## src/rtl/vga_sync_if.sv

```systemverilog
// VGA timing bundle between the pixel-enable divider, the sync generator and the pixel-colour logic.
// frame_count is only live when vga_sync_gen is built with VGA_FRAME_COUNT_EN.
interface vga_sync_if;
   logic       pix_en;
   logic       hsync;
   logic       vsync;
   logic       video_on;
   logic [9:0] pixel_x;
   logic [9:0] pixel_y;
   logic       frame_tick;
   logic [7:0] frame_count;

   modport master (
      input  pix_en,
      output hsync, vsync, video_on, pixel_x, pixel_y, frame_tick, frame_count
   );

   modport slave (
      output pix_en,
      input  hsync, vsync, video_on, pixel_x, pixel_y, frame_tick, frame_count
   );
endinterface

```

## src/rtl/vga_sync_gen.sv

```systemverilog
// VGA 640x480@60 sync generator, clocked at 100 MHz and advanced by a pixel-rate enable.
// Optional macro VGA_FRAME_COUNT_EN adds an 8-bit frames-since-reset counter.
module vga_sync_gen #(
   parameter int H_DISP = 640,
   parameter int H_FP   = 16,
   parameter int H_SYNC = 96,
   parameter int H_BP   = 48,
   parameter int V_DISP = 480,
   parameter int V_FP   = 10,
   parameter int V_SYNC = 2,
   parameter int V_BP   = 33
) (
   input  logic       clk,
   input  logic       reset,
   vga_sync_if.master vga
);
   localparam int H_TOTAL = H_DISP + H_FP + H_SYNC + H_BP;
   localparam int V_TOTAL = V_DISP + V_FP + V_SYNC + V_BP;

   localparam logic [9:0] H_LAST   = 10'(H_TOTAL - 1);
   localparam logic [9:0] V_LAST   = 10'(V_TOTAL - 1);
   localparam logic [9:0] H_VIS    = 10'(H_DISP);
   localparam logic [9:0] V_VIS    = 10'(V_DISP);
   localparam logic [9:0] HS_START = 10'(H_DISP + H_FP);
   localparam logic [9:0] HS_END   = 10'(H_DISP + H_FP + H_SYNC);
   localparam logic [9:0] VS_START = 10'(V_DISP + V_FP);
   localparam logic [9:0] VS_END   = 10'(V_DISP + V_FP + V_SYNC);

   logic [9:0] h_cnt, v_cnt;
   logic [9:0] h_next, v_next;
   logic       line_end, frame_end;
   logic       hsync_q, vsync_q, video_q, tick_q;

   assign line_end  = (h_cnt == H_LAST);
   assign frame_end = line_end && (v_cnt == V_LAST);

   // NOTE: defaults come first so every path assigns both outputs and no latch is inferred.
   always_comb begin
      h_next = h_cnt + 10'd1;
      v_next = v_cnt;
      if (line_end) begin
         h_next = '0;
         v_next = (v_cnt == V_LAST) ? '0 : v_cnt + 10'd1;
      end
   end

   // Flags are decoded from the next-state counters so they line up with the coordinates.
   // NOTE: sequential state uses <= so every register samples pre-edge values.
   always_ff @(posedge clk) begin
      if (!reset) begin
         h_cnt   <= H_LAST;
         v_cnt   <= V_LAST;
         hsync_q <= 1'b1;
         vsync_q <= 1'b1;
         video_q <= 1'b0;
         tick_q  <= 1'b0;
      end else begin
         tick_q <= vga.pix_en && frame_end;
         if (vga.pix_en) begin
            h_cnt   <= h_next;
            v_cnt   <= v_next;
            hsync_q <= !((h_next >= HS_START) && (h_next < HS_END));
            vsync_q <= !((v_next >= VS_START) && (v_next < VS_END));
            video_q <= (h_next < H_VIS) && (v_next < V_VIS);
         end
      end
   end

   assign vga.hsync      = hsync_q;
   assign vga.vsync      = vsync_q;
   assign vga.video_on   = video_q;
   assign vga.pixel_x    = h_cnt;
   assign vga.pixel_y    = v_cnt;
   assign vga.frame_tick = tick_q;

`ifdef VGA_FRAME_COUNT_EN
   // Advances on the wrap edge itself, so the first frame already reads 1 alongside its tick.
   logic [7:0] frame_cnt;

   always_ff @(posedge clk) begin
      if (!reset) begin
         frame_cnt <= '0;
      end else if (vga.pix_en && frame_end) begin
         frame_cnt <= frame_cnt + 8'd1;
      end
   end

   assign vga.frame_count = frame_cnt;
`else
   assign vga.frame_count = 8'd0;
`endif

endmodule

```

## src/flat_wrapper.sv

```systemverilog
// flat-port wrapper written by rule: the top's interface ports become plain ports
module vga_sync_gen_flat 
#(
   parameter int H_DISP = 640,
   parameter int H_FP   = 16,
   parameter int H_SYNC = 96,
   parameter int H_BP   = 48,
   parameter int V_DISP = 480,
   parameter int V_FP   = 10,
   parameter int V_SYNC = 2,
   parameter int V_BP   = 33
)
  (clk, reset, vga_pix_en, vga_hsync, vga_vsync, vga_video_on, vga_pixel_x, vga_pixel_y, vga_frame_tick, vga_frame_count);
  vga_sync_if vga_i ();
  input  logic clk;
  input  logic reset;
  input wire logic [$bits(vga_i.pix_en)-1:0] vga_pix_en;
  output wire logic [$bits(vga_i.hsync)-1:0] vga_hsync;
  output wire logic [$bits(vga_i.vsync)-1:0] vga_vsync;
  output wire logic [$bits(vga_i.video_on)-1:0] vga_video_on;
  output wire logic [$bits(vga_i.pixel_x)-1:0] vga_pixel_x;
  output wire logic [$bits(vga_i.pixel_y)-1:0] vga_pixel_y;
  output wire logic [$bits(vga_i.frame_tick)-1:0] vga_frame_tick;
  output wire logic [$bits(vga_i.frame_count)-1:0] vga_frame_count;
  assign vga_i.pix_en = vga_pix_en;
  assign vga_hsync = vga_i.hsync;
  assign vga_vsync = vga_i.vsync;
  assign vga_video_on = vga_i.video_on;
  assign vga_pixel_x = vga_i.pixel_x;
  assign vga_pixel_y = vga_i.pixel_y;
  assign vga_frame_tick = vga_i.frame_tick;
  assign vga_frame_count = vga_i.frame_count;
  vga_sync_gen #(.H_DISP(H_DISP), .H_FP(H_FP), .H_SYNC(H_SYNC), .H_BP(H_BP), .V_DISP(V_DISP), .V_FP(V_FP), .V_SYNC(V_SYNC), .V_BP(V_BP)) u_core (.clk(clk), .reset(reset), .vga(vga_i));
endmodule
```

## config.mk

```make
export PLATFORM = sky130hd
export DESIGN_NAME = vga_sync_gen_flat
export DESIGN_NICKNAME = d
export VERILOG_FILES = /design/src/rtl/vga_sync_if.sv /design/src/rtl/vga_sync_gen.sv /design/src/flat_wrapper.sv
export SDC_FILE = /design/constraint.sdc
export NUM_CORES = 1
export LEC_CHECK = 0
export ABC_AREA = 1
export CORE_ASPECT_RATIO = 0.9
export CORE_MARGIN = 3
export CORE_UTILIZATION = 51
export DETAILED_ROUTE_END_ITERATION = 12
export PLACE_DENSITY = 0.82
export SYNTH_ARGS = -nofsm -noshare
export SYNTH_HDL_FRONTEND = slang
export SYNTH_SLANG_ARGS = --single-unit
```

## constraint.sdc

```tcl
create_clock -name clk -period 1.85 [get_ports clk]
set_input_delay 0.2775 -clock clk [delete_from_list [all_inputs] [get_ports clk]]
set_output_delay 0.2775 -clock clk [all_outputs]
set_load 0.05 [all_outputs]
```

==> metrics <==
status=finished, final reports clean; critical path's largest stage delay=0.83 ns; CTS buffer count=3; hpwl dp=2850 µm; Worst setup EP type=output pin; pin count of the biggest net entering global routing=20; antenna diode count=0; fin crit period=1.80 ns; Netlist Area Pre-Place=about 1700 µm²; Detailed Route WL=slightly above 4000 µm; WS Path Type=flip-flop to output pin; vias in the first global route=1,408; Setup WS post-layout=0.0528 ns; Core ar.=3110 µm²; Largest delay share family, worst path=buffers and inverters; final-report max-slew violation count=0; DRC viols=0; maximum fanout along the worst path=4; top cells by area, synth=dfxtp_1 (29%), nand2_1 (16%), inv_1 (7.6%), nand3_1 (6.8%), o21ai_0 (5.4%); number of synthesized register bits=24; clock sink count=24; clock buffer depth=2; Die ar.=4020 µm²; nets=around 300; total I/O pin count=35; Initial Utilization=54.0%; Synth-to-Final Area Change=21.1%; root buffer cell=clkbuf_8; Synth cell types=32; CTS tree=done; total power=1.63 mW; post-place setup slack=~0.029 ns; 1st-pass router iterations=4; first-pass GRT wire length=roughly 6000 µm; CP Depth=1; maxcap violations=0; cell taking the most area after synthesis=dfxtp_1; Routed Antenna Nets=0; crit path max-delay cell type=clkdlybuf4s50_1; routed vias/inst=5.17; setup violators final=0; Row Count=19; ratio of final minimum period to clock period=97.1%; Hold WC Path Type=flip-flop to flip-flop; RePlAce Congestion=between 0.8 and 0.9; Syn. warnings=0; Final Hold Viols=0; Syn Inst Count=259; Die Y=60.5 µm; global route total overflow=0; most common cell after layout, fill and taps aside=nand2_1; Worst Path Arrival=between 1.5 and 2 ns; crit start category=flip-flop; Buf/Inv on CP=1; Inst Count DP=~320; Reg clk slew, reported paths=~0.080 ns; DR iter-0 viols=102; PD cells=approximately 800 nW/µm²; CP cell instances=clkdlybuf4s50_1; Syn Area/Cell=6.49 µm²; Clock Latency Late Sink=0.27 ns; Pleak=0.968 nW; Non-Filler Instances=331; top cell type's share of synthesized area=28.6%; Seq/Total Area, Yosys=28.6%; Max transition margin=66.4%; most frequent cells in the layout=nand2_1 (72), inv_1 (34), nand3_1 (22); die extent in x=66.5 µm; wire per inst=about 12 µm; Peak VDD IR=580 µV; hold_ws=0.470 ns; port bufs=26; antenna violations before repair=0; Fmax achieved=556 MHz; Register-to-Register Path Depth=9; Slew @ Worst Pin=0.502 ns; Layout Skew=~0.0017 ns; share of layout cells above drive strength 1=17.0%; TNS Setup=0 ns; hold path depth=2; vias=1,712; Req. time, crit path=1.57 ns; GRT Total Usage=19.4%; H-tree depth=1
==> power breakdown <==
group | switching, mW | leakage, nW | internal, mW
sequential | 0.0662 | 0.199 | 0.559
clock | 0.172 | 0.0288 | 0.190
combinational | 0.449 | 0.741 | 0.198
total | 0.687 | 0.968 | 0.947
==> timing repair <==
item,4_1_cts,5_1_grt
hold buffers,0,0
gates cloned,0,1
endpoints found under the hold margin,0,0
pin swaps,1,1
setup buffers,0,4
endpoints found under the setup margin,1,3
resized for setup,0,5
==> flip-flops by register name, indices dropped and copies added (netlist names) <==
name / cells
u_core.vga.hsync: 1
u_core.vga.vsync: 1
u_core.vga.frame_tick: 1
u_core.vga.pixel_y: 10
u_core.vga.pixel_x: 10
u_core.vga.video_on: 1
==> final timing paths <==
check,endpoint,slack [ns],startpoint
max reg2reg,u_core.vga.vsync,0.13,u_core.vga.pixel_y[7]
min,u_core.vga.vsync,0.47,u_core.vga.vsync
max,vga_pixel_x[9],0.05,u_core.vga.pixel_x[9]
min reg2reg,u_core.vga.vsync,0.47,u_core.vga.vsync
==> logic make-up (layout without fill, tap and decap cells) <==
family	Yosys count	count (layout)	synth area share, %
buffers and inverters	51	73	14.1
XOR/XNOR	2	2	1.04
adder cells (fa/ha/maj)	4	4	2.98
flip-flops	24	24	28.6
other	1	8	0.223
AO/OA/AOI/OAI	43	43	14.1
AND/OR/NAND/NOR	134	135	38.9
==> final cells by class <==
type	instances	area [µm²]
Fill cell	289	1080
Multi-Input combinational cell	192	1020
Sequential cell	24	485
Timing Repair Buffer	33	283
Inverter	36	136
Clock buffer	4	55.1
Tap cell	42	52.6
==> Yosys cell counts <==
cell	n
a211oi_1	2
a21oi_1	17
a21oi_2	2
buf_4	8
buf_6	2
clkbuf_1	5
clkinv_1	1
clkinv_2	1
conb_1	1
dfxtp_1	24
ha_1	4
inv_1	34
nand2_1	72
nand2_2	3
nand3_1	23
nand3_2	2
nand4_1	4
nand4_2	1
nand4_4	2
nor2_1	15
nor2_2	2
nor2_4	3
nor3_1	5
nor3_4	1
nor4_1	1
o211ai_1	1
o21ai_0	18
o21ai_2	1
o22ai_1	1
o31ai_1	1
xnor2_1	1
xor2_1	1
==> metal layers <==
metal / GRT usage (%) / vias up / wire [µm] / part of all wire (%)
li1: - / 884 / - / -
met1: 27.1 / 769 / 1940 / 48
met2: 31.3 / 59 / 1840 / 46
met3: 4.44 / 0 / 256 / 6.3
met4: 3.48 / 0 / 0 / 0
met5: 0 / - / 0 / 0
==> per-stage QoR <==
step / area (µm²) / util, %
after global routing: 2040 / 65.4
after CTS: 1970 / 63.3
after global placement: 1920 / 61.6
after floorplan: 1710 / -
final: 2040 / 65.4
after detailed placement: 1920 / 61.6
Power figures use the tool's default switching activity.
